==> config.mk <==
export PLATFORM = sky130hd
export DESIGN_NAME = seq_alu
export DESIGN_NICKNAME = d
export VERILOG_FILES = /design/src/rtl/seq_alu.sv
export SDC_FILE = /design/constraint.sdc
export NUM_CORES = 1
export LEC_CHECK = 0
export CAP_MARGIN = 40
export CELL_PAD_IN_SITES_DETAIL_PLACEMENT = 0
export CELL_PAD_IN_SITES_GLOBAL_PLACEMENT = 1
export CORE_ASPECT_RATIO = 0.6
export CORE_MARGIN = 3
export CORE_UTILIZATION = 39
export CTS_BUF_LIST = sky130_fd_sc_hd__clkbuf_4 sky130_fd_sc_hd__clkbuf_8 sky130_fd_sc_hd__clkbuf_16
export DETAILED_ROUTE_END_ITERATION = 16
export GPL_TIMING_DRIVEN = 1
export HOLD_SLACK_MARGIN = 0.1
export PLACE_DENSITY_LB_ADDON = 0.1
export SYNTH_ARGS = -nofsm -noshare
export SYNTH_HDL_FRONTEND = slang
export SYNTH_SLANG_ARGS = --single-unit
==> constraint.sdc <==
create_clock -name clk -period 2.5 [get_ports clk]
set_input_delay 0.5 -clock clk [delete_from_list [all_inputs] [get_ports clk]]
set_output_delay 0.5 -clock clk [all_outputs]
set_load 0.03 [all_outputs]
==> src/rtl/seq_alu.sv <==
// Sequential ALU: single-cycle arithmetic/logic ops plus iterative shift-add
// multiply and restoring divide/modulo, with registered result and status flags.
module seq_alu #(
   parameter int unsigned N = 8
) (
   input  logic         clk,
   input  logic         rst,
   input  logic         start,
   input  logic [3:0]   op,
   input  logic [N-1:0] a,
   input  logic [N-1:0] b,
   output logic         busy,
   output logic         done,
   output logic [N-1:0] result,
   output logic [N-1:0] result_hi,
   output logic         flag_neg,
   output logic         flag_zero,
   output logic         flag_carry,
   output logic         flag_over,
   output logic         flag_err
);

   localparam int unsigned CW = $clog2(N + 1);

   typedef enum logic [1:0] {IDLE, CALC, DONE} state_t;
   typedef enum logic [3:0] {
      OP_ADD = 4'd0, OP_SUB = 4'd1, OP_AND = 4'd2, OP_OR  = 4'd3, OP_XOR = 4'd4,
      OP_SHL = 4'd5, OP_SHR = 4'd6, OP_MUL = 4'd7, OP_DIV = 4'd8, OP_MOD = 4'd9
   } op_t;

   state_t         state_q, state_d;
   op_t            op_q, op_d;
   op_t            op_in;
   logic [N-1:0]   opnd_q, opnd_d;
   logic [N-1:0]   hi_q, hi_d;
   logic [N-1:0]   lo_q, lo_d;
   logic [CW-1:0]  cnt_q, cnt_d;

   logic [N-1:0]   result_q, result_hi_q;
   logic           neg_q, zero_q, carry_q, over_q, err_q;

   logic           iter_op, last_iter, load;
   logic [N-1:0]   ld_res, ld_hi;
   logic           ld_carry, ld_over, ld_err;

   logic [N:0]     add_w, sub_w;
   logic [N-1:0]   sc_res;
   logic           sc_carry, sc_over, sc_err;

   logic [N:0]     mul_sum, div_sh, div_tr;
   logic [N-1:0]   mul_hi, mul_lo, div_hi, div_lo;
   logic           div_ok;

   assign op_in     = op_t'(op);
   assign iter_op   = (op_in == OP_MUL) || (((op_in == OP_DIV) || (op_in == OP_MOD)) && (b != '0));
   assign last_iter = (state_q == CALC) && (cnt_q == CW'(N - 1));

   // ---------------- FSM: state register ----------------
   always_ff @(posedge clk) begin
      if (rst) state_q <= IDLE;
      else     state_q <= state_d;
   end

   // ---------------- FSM: next state ----------------
   always_comb begin
      state_d = state_q;
      case (state_q)
         IDLE:    if (start) state_d = iter_op ? CALC : DONE;
         CALC:    if (last_iter) state_d = DONE;
         DONE:    state_d = IDLE;
         default: state_d = IDLE;
      endcase
   end

   // ---------------- FSM: outputs ----------------
   always_comb begin
      busy = (state_q != IDLE);
      done = (state_q == DONE);
   end

   // ---------------- single-cycle operations ----------------
   assign add_w = {1'b0, a} + {1'b0, b};
   assign sub_w = {1'b0, a} - {1'b0, b};

   always_comb begin
      sc_res   = '0;
      sc_carry = 1'b0;
      sc_over  = 1'b0;
      sc_err   = 1'b0;
      case (op_in)
         OP_ADD: begin
            sc_res   = add_w[N-1:0];
            sc_carry = add_w[N];
            sc_over  = (a[N-1] == b[N-1]) && (add_w[N-1] != a[N-1]);
         end
         OP_SUB: begin
            sc_res   = sub_w[N-1:0];
            sc_carry = sub_w[N];
            sc_over  = (a[N-1] != b[N-1]) && (sub_w[N-1] != a[N-1]);
         end
         OP_AND: sc_res = a & b;
         OP_OR:  sc_res = a | b;
         OP_XOR: sc_res = a ^ b;
         OP_SHL: begin
            sc_res   = {a[N-2:0], 1'b0};
            sc_carry = a[N-1];
         end
         OP_SHR: begin
            sc_res   = {1'b0, a[N-1:1]};
            sc_carry = a[0];
         end
         OP_MUL: sc_res = '0;
         OP_DIV, OP_MOD: begin
            sc_res = '1;
            sc_err = 1'b1;
         end
         default: sc_err = 1'b1;
      endcase
   end

   // ---------------- iterative step logic ----------------
   // opnd_q holds the multiplicand for MUL and the divisor for DIV/MOD;
   // lo_q holds the multiplier (MUL) or the dividend/quotient shift register.
   assign mul_sum = {1'b0, hi_q} + (lo_q[0] ? {1'b0, opnd_q} : '0);
   assign mul_hi  = mul_sum[N:1];
   assign mul_lo  = {mul_sum[0], lo_q[N-1:1]};

   assign div_sh  = {hi_q, lo_q[N-1]};
   assign div_tr  = div_sh - {1'b0, opnd_q};
   assign div_ok  = ~div_tr[N];
   assign div_hi  = div_ok ? div_tr[N-1:0] : div_sh[N-1:0];
   assign div_lo  = {lo_q[N-2:0], div_ok};

   always_comb begin
      op_d     = op_q;
      opnd_d   = opnd_q;
      hi_d     = hi_q;
      lo_d     = lo_q;
      cnt_d    = cnt_q;
      load     = 1'b0;
      ld_res   = '0;
      ld_hi    = '0;
      ld_carry = 1'b0;
      ld_over  = 1'b0;
      ld_err   = 1'b0;
      case (state_q)
         IDLE: begin
            if (start) begin
               op_d  = op_in;
               cnt_d = '0;
               hi_d  = '0;
               if (op_in == OP_MUL) begin
                  opnd_d = a;
                  lo_d   = b;
               end else begin
                  opnd_d = b;
                  lo_d   = a;
               end
               if (!iter_op) begin
                  load     = 1'b1;
                  ld_res   = sc_res;
                  ld_carry = sc_carry;
                  ld_over  = sc_over;
                  ld_err   = sc_err;
               end
            end
         end
         CALC: begin
            cnt_d = cnt_q + CW'(1);
            if (op_q == OP_MUL) begin
               hi_d = mul_hi;
               lo_d = mul_lo;
            end else begin
               hi_d = div_hi;
               lo_d = div_lo;
            end
            if (last_iter) begin
               load  = 1'b1;
               cnt_d = '0;
               case (op_q)
                  OP_MUL: begin
                     ld_res  = mul_lo;
                     ld_hi   = mul_hi;
                     ld_over = (mul_hi != '0);
                  end
                  OP_DIV:  ld_res = div_lo;
                  default: ld_res = div_hi;
               endcase
            end
         end
         default: ;
      endcase
   end

   always_ff @(posedge clk) begin
      if (rst) begin
         op_q   <= OP_ADD;
         opnd_q <= '0;
         hi_q   <= '0;
         lo_q   <= '0;
         cnt_q  <= '0;
      end else begin
         op_q   <= op_d;
         opnd_q <= opnd_d;
         hi_q   <= hi_d;
         lo_q   <= lo_d;
         cnt_q  <= cnt_d;
      end
   end

   // Result and flags load only on the edge entering DONE, so they are new in the done cycle.
   always_ff @(posedge clk) begin
      if (rst) begin
         result_q    <= '0;
         result_hi_q <= '0;
         neg_q       <= 1'b0;
         zero_q      <= 1'b0;
         carry_q     <= 1'b0;
         over_q      <= 1'b0;
         err_q       <= 1'b0;
      end else if (load) begin
         result_q    <= ld_res;
         result_hi_q <= ld_hi;
         neg_q       <= ld_res[N-1];
         zero_q      <= (ld_res == '0);
         carry_q     <= ld_carry;
         over_q      <= ld_over;
         err_q       <= ld_err;
      end
   end

   assign result     = result_q;
   assign result_hi  = result_hi_q;
   assign flag_neg   = neg_q;
   assign flag_zero  = zero_q;
   assign flag_carry = carry_q;
   assign flag_over  = over_q;
   assign flag_err   = err_q;

endmodule

==> results of run 1 <==
==> state kept, by name, indices dropped and copies added, names as in the netlist <==
| signal | cells |
|---|---|
| result | 8 |
| lo_q | 8 |
| flag_zero | 1 |
| op_q | 4 |
| state_q | 2 |
| cnt_q | 4 |
| flag_err | 1 |
| opnd_q | 8 |
| flag_over | 1 |
| flag_carry | 1 |
| hi_q | 8 |
| result_hi | 8 |
==> metal layers <==
metal / share of wire, % / wire (um) / GRT usage, %
met5: 0 / 0 / 0
met4: 0.37 / 73 / 2.66
met3: 8.8 / 1750 / 4.89
met2: 41 / 8060 / 40.0
met1: 50 / 9950 / 44.8
==> cell type report <==
| type | count | area (sq um) |
|---|---|---|
| fillers | 1056 | 4140 |
| multi-input cells | 526 | 3930 |
| repair buffers | 252 | 2090 |
| flip-flops and latches | 54 | 1080 |
| well taps | 160 | 200 |
| inverters | 43 | 161 |
| clock buffers | 6 | 139 |
| clock inverters | 2 | 12.5 |
==> cell usage in the layout, fill, tap and decap left out, types with 14 or more instances in the layout <==
master,instances
a21oi_1,50
dfxtp_1,52
buf_6,14
nand2_1,77
nor2_1,68
o21ai_0,31
clkdlybuf4s50_1,34
ha_1,29
a211oi_1,14
inv_1,35
buf_4,193
nor3_1,14
==> logic make-up after synthesis <==
group / after synthesis / share of synthesized area, %
adders and majority gates: 45 / 12.2
DFF: 54 / 22.2
muxes: 15 / 3.21
and+or+nand+nor: 242 / 23.9
AOI/OAI and AO/OA: 210 / 28.8
buffers and inverters: 84 / 7.22
xor gates and xnor gates: 14 / 2.52
==> stage by stage <==
step,util [%],power (mW),cell area [sq um],setup TNS (ns)
2_1_floorplan,-,1.52,4920,-0.286
4_1_cts,62.9,2.90,7390,-3.79
3_5_place_dp,57.9,2.05,6810,-15.13
6_report,64.8,2.99,7610,-3.74
3_3_place_gp,57.9,2.04,6810,-14.27
5_1_grt,64.8,3.13,7610,-5.59
==> path summary, 6_finish.rpt <==
| check | to | slack [ns] | cells past startpoint |
|---|---|---|---|
| setup / recovery | flag_zero | -0.38 | 13 |
| hold / removal | result[5] | 0.46 | 2 |
| setup reg to reg | flag_zero | -0.38 | 13 |
| hold reg to reg | result[5] | 0.46 | 2 |
==> worst max-delay path, delay by kind of cell, from the launching register on <==
kind | cells | cell delay (ns)
buf+inv | 3 | 0.26
flops | 1 | 0.33
fa+ha+maj | 2 | 0.50
simple gates | 2 | 0.42
compound gates | 6 | 1.28
==> power groups by stage <==
stage	clock network, mW	registers [mW]	logic [mW]
after floorplan	0	0.966	0.552
after global placement	0	0.950	1.09
after detailed placement	0	0.953	1.10
after CTS	0.733	0.934	1.23
after global routing	0.771	0.940	1.42
final	0.724	0.936	1.33
==> repair_timing <==
action	in CTS	in global routing
resized for setup	107	38
setup buffers	17	9
endpoints found under the setup margin	29	28
pin swaps	48	30
==> impl_metrics.tcl, run 1 <==
set metrics [dict create \
    pwr-share-seq_pct 31.3 \
    end_kind "register" \
    status "finished, violations left" \
    antenna_found_initial 0 \
    vias_per_cell 5.66 \
    hold_start "result[5]" \
    required_ns 2.69 \
    crit_path_start_kind "register" \
    crit_type "register to register" \
    yosysUniqueCellTypes 68 \
    ctsHoldBuffers 0 \
    synthMostInstantiatedCell "nand2_1" \
    fin_ws_ns -0.375 \
    fp.dieH_um 92.5 \
    first_pass_iters 5 \
    cts.sinks 54 \
    dp.cells 1013 \
    worstMarginPinSlew_ns 0.743 \
    layout.nets 950 \
    hpwlAfterDp_mm 15.6 \
    die-area_sq_um 13900 \
    synth_area_per_cell_sq_um 7.33 \
    skew_ns 0.00443 \
    cp_slowest_stage_delay_ns 0.36 \
    finalMaxSlewViolations 0 \
    area_delta_synth_final_pct 56.3 \
    grt_pass1_wl_mm 30.6 \
    internal_power_mw 1.95 \
    synth_top_area_cell "dfxtp_1" \
    ys_top_cells_by_count "78 x nand2_1, 73 x nor2_1, 60 x a21oi_1" \
    pre_cts_ws_ns -0.950 \
    setup_viol 20 \
    layout.cells.non_filler 1043 \
    async_reset_ff_share_pct 0 \
    fin_crit_sh_pct 115 \
    root_buffer "clkbuf_16" \
    cp_cell_sequence "inv_2 > ha_4 > inv_2 > fa_2 > a211oi_4 > o21bai_1 > a211o_1 > and2_4 > buf_12 > o211ai_1 > a22oi_1 > and4bb_1 > a41o_1" \
    routed_wl_mm 19.8 \
    grt_usage_pct 28.1 \
    first_iter_violations 628 \
    port_buffers 45 \
    numCtsBuffers 5 \
    drc 0 \
    crit_top_cell "inv_2" \
    comb_power_share_pct 44.4 \
    slowest_stage "fa_2" \
    detail-route-antenna-nets 0 \
    netSwitchingPower_mw 1.03 \
    rows 30 \
    finalCriticalPeriod_ns 2.88 \
    cts_tree "built" \
    core_area_sq_um 11700 \
    r2r-start "lo_q[7]" \
    cp_max_fo 6 \
    num_io_pins 46 \
    drv_cap 0 \
    syn_inst 664 \
    worstPathArrival_ns 3.07 \
    grt_max_degree 48 \
    worstSetupStartpoint "lo_q[7]" \
    yosysTopAreaCellShare_pct 22.2 \
    violations "negative setup slack" \
    synth_nets 732 \
    grt_overflow 0 \
    clkTransAtPathRegs_ns 0.07 \
    start_util_pct 41.4 \
    cts_buffer_depth 2 \
    cts.htree.levels 2 \
    drive_gt1_share_pct 35.6 \
    p_clk_share_pct 24.2 \
    ir_worst_vdd_mv 0.265 \
    synthFlopType "dfxtp_1" \
    max_freq_mhz 348 \
    yosys-top-cells-area "dfxtp_1 22%, ha_1 11%, a21oi_1 6.2%, nand2_1 6.0%, nor2_1 5.6%" \
    diodes 0 \
    globalplace.congestion 0.982 \
    p_per_area_nw_per_um2 392 \
    rsz0062_at_grt "true" \
    p_sw_share_pct 34.6 \
    syn_area_sq_um 4870 \
    hold_path_class "register to register" \
    hold_violations 0 \
    wl_per_cell_um 19.0 \
    vias 5904 \
    clkLatencyLatePin_ns 0.29 \
    synth_edf_count 0 \
    grt_pass1_vias 5635 \
    ys_seq_area_share_pct 22.2 \
    ys_ff_latch 54 \
    yosysWarnings 0 \
    hold_ws_ns 0.460 \
    leakage_nw 3.21 \
    relSlewSlack_pct 50.1 \
    die-width_um 150 \
]
No activity file was read; power rests on OpenSTA's default activity.
==> run 2: changes to the inputs <==
--- a/config.mk
+++ b/config.mk
@@ -15,6 +15,7 @@
 export DETAILED_ROUTE_END_ITERATION = 16
 export GPL_TIMING_DRIVEN = 1
 export HOLD_SLACK_MARGIN = 0.1
+export MAX_ROUTING_LAYER = met4
 export PLACE_DENSITY_LB_ADDON = 0.1
 export SYNTH_ARGS = -nofsm -noshare
 export SYNTH_HDL_FRONTEND = slang
==> impl_metrics.tcl, run 2 (same netlist as run 1, synthesis figures left out) <==
set metrics [dict create \
    worstPathArrival_ns 3.04 \
    status "finished, violations left" \
    hpwlAfterDp_mm 15.6 \
    critPathTopFamily "compound AO/OA/AOI/OAI gates" \
    violations "negative setup slack" \
    drive_gt1_share_pct 36.7 \
    cts_tree "built" \
    required_ns 2.70 \
    routed_wl_mm 19.9 \
    dp.cells 1006 \
    cts_buffer_depth 2 \
    skew_ns 0.00986 \
    use_met1_pct 45.6 \
    comb_power_share_pct 45.0 \
    core_area_sq_um 11700 \
    setup_viol 18 \
    grt_use_met3_pct 5.82 \
    antenna_found_initial 0 \
    area_delta_synth_final_pct 56.5 \
    grt_overflow 0 \
    finalCriticalPeriod_ns 2.84 \
    grt_usage_pct 29.0 \
    first_pass_iters 6 \
    crit_path_start_kind "register" \
    fp.dieH_um 92.5 \
    relSlewSlack_pct 48.2 \
    num_io_pins 46 \
    max_freq_mhz 352 \
    finalMaxSlewViolations 0 \
    cts.htree.levels 2 \
    regToRegSetupSlack_ns -0.34 \
    internal_power_mw 1.94 \
    clkLatencyLatePin_ns 0.30 \
    p_sw_share_pct 35.2 \
    root_buffer "clkbuf_16" \
    hold_ws_ns 0.467 \
    pwr-share-seq_pct 31.2 \
    cp_cell_sequence "inv_2 > ha_4 > inv_2 > fa_2 > a211oi_4 > o21bai_1 > a211o_1 > and2_4 > buf_8 > nor3_4 > a211oi_4 > and4bb_1 > a41o_1" \
    p_total_mw 3.00 \
    clkTransAtPathRegs_ns 0.08 \
    die-width_um 150 \
    hold_violations 0 \
    rsz0062_at_grt "true" \
    diodes 0 \
    slowest_stage "fa_2" \
    hold_path_class "register to register" \
    layout.nets 937 \
    ir_worst_vdd_mv 0.282 \
    crit_type "register to register" \
    busiest_layer "met1" \
    p_clk_share_pct 23.8 \
    cp_slowest_stage_delay_ns 0.36 \
    layout.cells.non_filler 1030 \
    drc 0 \
    seq_area_sq_um 1090 \
    vias 5898 \
    first_iter_violations 670 \
    vias_per_cell 5.73 \
    wl_per_cell_um 19.3 \
    grt_pass1_wl_mm 30.5 \
    fin_crit_sh_pct 114 \
    cp_max_fo 7 \
    globalplace.congestion 0.975 \
    grtUsageMet2_pct 38.4 \
    die-area_sq_um 13900 \
    start_util_pct 41.4 \
    rows 30 \
    worstMarginPinSlew_ns 0.774 \
    detail-route-antenna-nets 0 \
    drv_cap 0 \
    multi_input_area_sq_um 4050 \
    p_per_area_nw_per_um2 394 \
    netSwitchingPower_mw 1.06 \
    layout_common_cells "176 x buf_4, 75 x nand2_1, 68 x nor2_1, 52 x dfxtp_1, 46 x a21oi_1" \
    cts.sinks 54 \
    fill_cells 1001 \
    pre_cts_ws_ns -0.894 \
    grt_pass1_vias 5486 \
    critPathBufInv 3 \
    end_kind "register" \
    leakage_nw 3.19 \
    grt_max_degree 29 \
    final_common_cell "buf_4" \
    numCtsBuffers 5 \
    fin_ws_ns -0.340 \
    port_buffers 45 \
]
==> run 2: cell type report <==
type,count,share of cell area [%]
repair buffers,239,26.0
clock buffers,6,1.74
flip-flops and latches,54,14.3
inverters,43,2.12
multi-input cells,526,53.1
well taps,160,2.63
clock inverters,2,0.181
==> run 2: repair_timing <==
action,4_1_cts,5_1_grt
buffers inserted,12,6
gates cloned,0,0
hold buffers,0,0
gates resized for setup,98,81
setup endpoints to repair,28,28
pin swaps,43,42
==> run 2: through the flow <==
step	area [sq um]	utilization (%)	setup TNS (ns)
after floorplan	4920	-	-0.286
after global placement	6730	57.3	-14.90
after detailed placement	6730	57.3	-15.86
after CTS	7310	62.2	-2.92
after global routing	7620	64.8	-5.10
final	7620	64.8	-3.38
==> run 2: path summary, 6_finish.rpt <==
| kind | from | end | depth (start not counted) |
|---|---|---|---|
| hold reg to reg | result_hi[0] | result_hi[0] | 2 |
| setup / recovery | lo_q[7] | flag_zero | 13 |
| hold / removal | result_hi[0] | result_hi[0] | 2 |
| setup reg to reg | lo_q[7] | flag_zero | 13 |
==> run 2: metal layers <==
layer	share of wire, %	wire, um
met1	50	10000
met2	39	7840
met3	9.3	1840
met4	1.0	204
met5	0	0
==> run 2: power groups by stage <==
stage | clock [mW] | sequential (mW) | combinational [mW]
after floorplan | 0 | 0.966 | 0.552
after global placement | 0 | 0.951 | 1.06
after detailed placement | 0 | 0.953 | 1.08
after CTS | 0.718 | 0.934 | 1.21
after global routing | 0.750 | 0.940 | 1.44
final | 0.714 | 0.937 | 1.35
==> run 2: worst register-to-register path: cells and delay by family (launching register included) <==
| kind | cells | cell delay, ns |
|---|---|---|
| adder cells (fa/ha/maj) | 2 | 0.50 |
| buffers and inverters | 3 | 0.26 |
| AO/OA/AOI/OAI | 5 | 1.00 |
| AND/OR/NAND/NOR | 3 | 0.66 |
| flip-flops | 1 | 0.33 |
==> edit 1: new RTL, config.mk and constraints of run 1 <==
`lo_q` no longer has a reset.
--- a/src/rtl/seq_alu.sv
+++ b/src/rtl/seq_alu.sv
@@ -197,15 +197,17 @@
          op_q   <= OP_ADD;
          opnd_q <= '0;
          hi_q   <= '0;
-         lo_q   <= '0;
          cnt_q  <= '0;
       end else begin
          op_q   <= op_d;
          opnd_q <= opnd_d;
          hi_q   <= hi_d;
-         lo_q   <= lo_d;
          cnt_q  <= cnt_d;
       end
+   end
+
+   always_ff @(posedge clk) begin
+      lo_q <= lo_d;
    end
 
    // Result and flags load only on the edge entering DONE, so they are new in the done cycle.
Behaviour: same outputs for any inputs over 4 cycles, from zero or initial values and one cycle with rst high; that may be too few to reach the edited logic, so the function may still have changed.
==> edit 1 against run 1 <==
- the run still ends with setup timing left
- wire length is 5.9% higher
- worst setup slack worse by 0.38 ns
- die area is 2.3% higher
- total power is 3.4% higher
- hold slack better by 0.0041 ns
- synthesized area is 2.4% higher
- sequential cell count stayed put
- sequential power is 4.2% higher
- cell area is 0.92% higher
- maximum frequency is 12% lower
- critical path type unchanged
- largest cell class unchanged
- highest routed layer unchanged
==> edit 1: results (changes against run 1) <==
Run status
  • Status: finished, violations left
  • Failing checks: setup timing

Global route
  • GR Util met2: 39.3% (-0.73 points)
  • Gr usage total: 29.0% (+0.95 points)
  • Met3 Track Usage GR: 7.12% (+2.2 points)
  • Largest net degree at the start of global routing: 47 (-2.1%)
  • M1 GR Usage: 46.2% (+1.4 points)

STA
  • Worst slew pin tran: 0.822 ns (+0.0789 ns)
  • WHS: 0.464 ns (+0.00411 ns)
  • Final setup fails: 19 (-5.0%)
  • Final worst setup slack: -0.756 ns (-0.380 ns)
  • Final setup TNS: -8.19 ns (-4.44 ns)

Worst setup path
  • CP Launch Point: lo_q[7]
  • Critical path's largest stage delay: 0.48 ns (+0.12 ns)
  • Critical Path AT: 3.51 ns (+0.44 ns)
  • Critical path's slowest cell: edfxtp_1
  • Path depth of the worst reg2reg path: 14 (+1)

Power
  • Clock share of power: 24.8% (+0.6 points)
  • Leakage power: 3.32 nW (+3.5%)

Place
  • Placed wire-length estimate: 16.5 mm (+6.1%)
  • Placed cells: 1,033 (+2.0%)
  • GP Congestion: 0.907 (-7.6%)

Layout
  • Fin cells: 1,057 (+1.3%)
  • Layout cells sized above 1: 33.9% (-1.7 points)

Clocking
  • Clk Latency, worst-skew pair: 0.31 ns (+0.02 ns)

Yosys
  • Xor and xnor fraction of the mapped netlist area: 3.16% (+0.64 points)
  • Post-synthesis mux area share: 2.89% (-0.33 points)
  • Synth Area in Compound Gates: 27.2% (-1.6 points)
  • Synth Area in Adders: 11.9% (-0.28 points)
  • Syn nets: 740 (+1.1%)
  • Register area share after synthesis: 23.3% (+1.1 points)
  • Number of synthesized flops with an enable pin: 8 (+8)

Routing
  • Via Count: 5,981 (+1.3%)
  • WL/cell: 19.9 µm (+4.5%)
  • Met3 WL: 2.44 mm (+39%)
-- edit 1: repair_timing --
action / 4_1_cts / 5_1_grt
setup endpoints to repair: 29 / 39
pin swaps: 31 / 29
gates cloned: 0 / 0
hold buffers: 0 / 0
hold endpoints to repair: 0 / 0
resized for setup: 83 / 38
buffers inserted: 14 / 5
-- edit 1: how the worst max path moves through the flow --
stage / to / slack, ns / depth (start not counted)
global placement: flag_carry / -0.92 / 12
global route: flag_zero / -0.86 / 14
floorplan: flag_zero / -0.28 / 13
finish: flag_zero / -0.76 / 14
CTS: flag_zero / -0.66 / 14
detailed placement: flag_carry / -0.94 / 12
-- edit 1: cell type report --
class	count	area, µm²	share of cell area, %
Timing Repair Buffer	250	2060	26.9
Clock inverter	3	28.8	0.375
Multi-Input combinational cell	532	3910	50.9
Sequential cell	54	1160	15.2
Tap cell	165	206	2.69
Inverter	48	180	2.35
Clock buffer	5	125	1.63
==> edit 2: new RTL, config.mk and constraints of run 1 <==
Made on the original files. Change the parameter `N` from 8 to 4.
--- a/src/rtl/seq_alu.sv
+++ b/src/rtl/seq_alu.sv
@@ -1,7 +1,7 @@
 // Sequential ALU: single-cycle arithmetic/logic ops plus iterative shift-add
 // multiply and restoring divide/modulo, with registered result and status flags.
 module seq_alu #(
-   parameter int unsigned N = 8
+   parameter int unsigned N = 4
 ) (
    input  logic         clk,
    input  logic         rst,
Ports: changed (resized a, b, result and result_hi); port bits go from 46 to 30. No check against the original RTL was run, so the function may have changed too.
==> edit 2 against run 1 <==
- sequential share of layout area grew 3.1 points
- cell area shrank 50%
- sequential cell count down 21
- non-clock buffer count down 151
- worst setup slack better by 0.38 ns
- synthesized area decreased by 46%
- wire length decreased by 57%
- core utilization decreased by 4.5 points
- total power shrank 34%
- largest cell class unchanged
- largest power group is now the clock network
==> edit 2: results (changes against run 1) <==
Routing
  • Initial DRC count: 222 (-65%)
  • Detailed Routing Iterations Pass 1: 4 (-1)
  • DRT Wirelength: 8.56 mm (-57%)

Yosys
  • Register area share after synthesis: 25.0% (+2.8 points)
  • Synth area leaders: dfxtp_1 (25%), ha_1 (9.9%), nor2_1 (7.1%), a21oi_1 (6.4%), nand2_1 (4.5%)
  • Synth unique cells: 58 (-15%)
  • Synth Area per Inst: 7.54 µm² (+2.8%)
  • Synth top cells by count: nor2_1 (50), a21oi_1 (34), dfxtp_1 (33), nand2_1 (32), ha_1 (21)

Layout
  • Fin cells: 520 (-50%)
  • Layout cells sized above 1: 26.8% (-8.7 points)
  • Filler cell count: 606 (-43%)

Global route
  • Largest net degree at the start of global routing: 18 (-63%)
  • Initial antenna violation count: 1 (+1)
  • Gr usage total: 22.4% (-5.6 points)
  • First-pass GRT wire length: 14.2 mm (-54%)

Worst setup path
  • Crit path max fanout: 3 (-3)
  • Reg2Reg Setup Slack: 0.009 ns (+0.38 ns)
  • Critical Path AT: 2.66 ns (-0.41 ns)

Place
  • IO Port Bufs: 29 (-36%)
  • Placed wire-length estimate: 6.81 mm (-56%)
  • Post-Place Setup Slack: -0.574 ns (+0.376 ns)

Power
  • VDD IR max: 0.277 mV (+4.3%)
  • Leakage power: 1.66 nW (-48%)

Clocking
  • Clock-pin slew on the worst setup and hold paths: 0.05 ns (-0.02 ns)

Run status
  • Status: complete, no violations
[edit 2: cell count changes after synthesis, sizes merged, moves of 20 or more]
| cell | change |
|---|---|
| dfxtp | -21 |
| o21ai | -31 |
| nand2 | -45 |
| a21oi | -25 |
| inv | -23 |
| nor2 | -23 |
| ha | -20 |
[edit 2: worst max-delay path, cell delays in order (launching register included)]
cell and delay [ns]:
dfxtp_2 0.33, inv_2 0.05, ha_4 0.16, fa_2 0.36, nand2b_4 0.15, a21oi_4 0.20
xor2_4 0.22, buf_6 0.13, mux2_4 0.32, a21oi_4 0.16, nor3_2 0.06, a32o_2 0.25
[edit 2: worst paths after layout]
check	start	end	depth (start not counted)
max	lo_q[3]	flag_zero	11
min	cnt_q[2]	cnt_q[2]	2
max reg2reg	lo_q[3]	flag_zero	11
min reg2reg	cnt_q[2]	cnt_q[2]	2
[edit 2: metal layers]
layer  track usage (%)  part of all wire (%)  up-vias  wire (µm)
met2              30.9                    38       81       3270
li1                  -                     -     1405          -
met1              34.8                    52     1304       4480
met3              6.71                   8.7       10        746
met4              2.67                  0.56        2         48
met5                 0                  0.13        -         11
[edit 2: timing repair]
item	in CTS	in global routing
gates resized for setup	14	21
setup buffers	2	0
setup endpoints to repair	9	7
pin swaps	6	9
[edit 2: through the flow]
| stage | hold slack [ns] | area [µm²] |
|---|---|---|
| 2_1_floorplan | 0.415 | 2690 |
| 4_1_cts | 0.446 | 3740 |
| 5_1_grt | 0.475 | 3820 |
| 3_3_place_gp | 0.426 | 3510 |
| 6_report | 0.442 | 3820 |
| 3_5_place_dp | 0.441 | 3510 |
[edit 2: kinds of logic after synthesis]
| group | count (synthesis) | synth area share, % |
|---|---|---|
| fa+ha+maj | 25 | 13.0 |
| mux | 10 | 4.40 |
| flops | 33 | 25.0 |
| xor+xnor | 9 | 3.26 |
| buf+inv | 44 | 6.67 |
| simple gates | 136 | 24.8 |
| compound gates | 94 | 22.9 |
[edit 2: where the power goes]
part | internal, W | leakage, nW | switching (W)
clock | 0.000508 | 0.0875 | 0.000219
sequential | 0.000555 | 0.270 | 0.0000250
combinational | 0.000318 | 1.30 | 0.000336
total | 0.00138 | 1.66 | 0.000580
[edit 2: area by class of cell]
| class | count | area share, % |
|---|---|---|
| clock buffers | 7 | 3.83 |
| multi-input cells | 274 | 51.5 |
| inverters | 20 | 1.97 |
| flip-flops and latches | 33 | 17.3 |
| well taps | 84 | 2.75 |
| clock inverters | 1 | 0.787 |
| repair buffers | 101 | 21.8 |
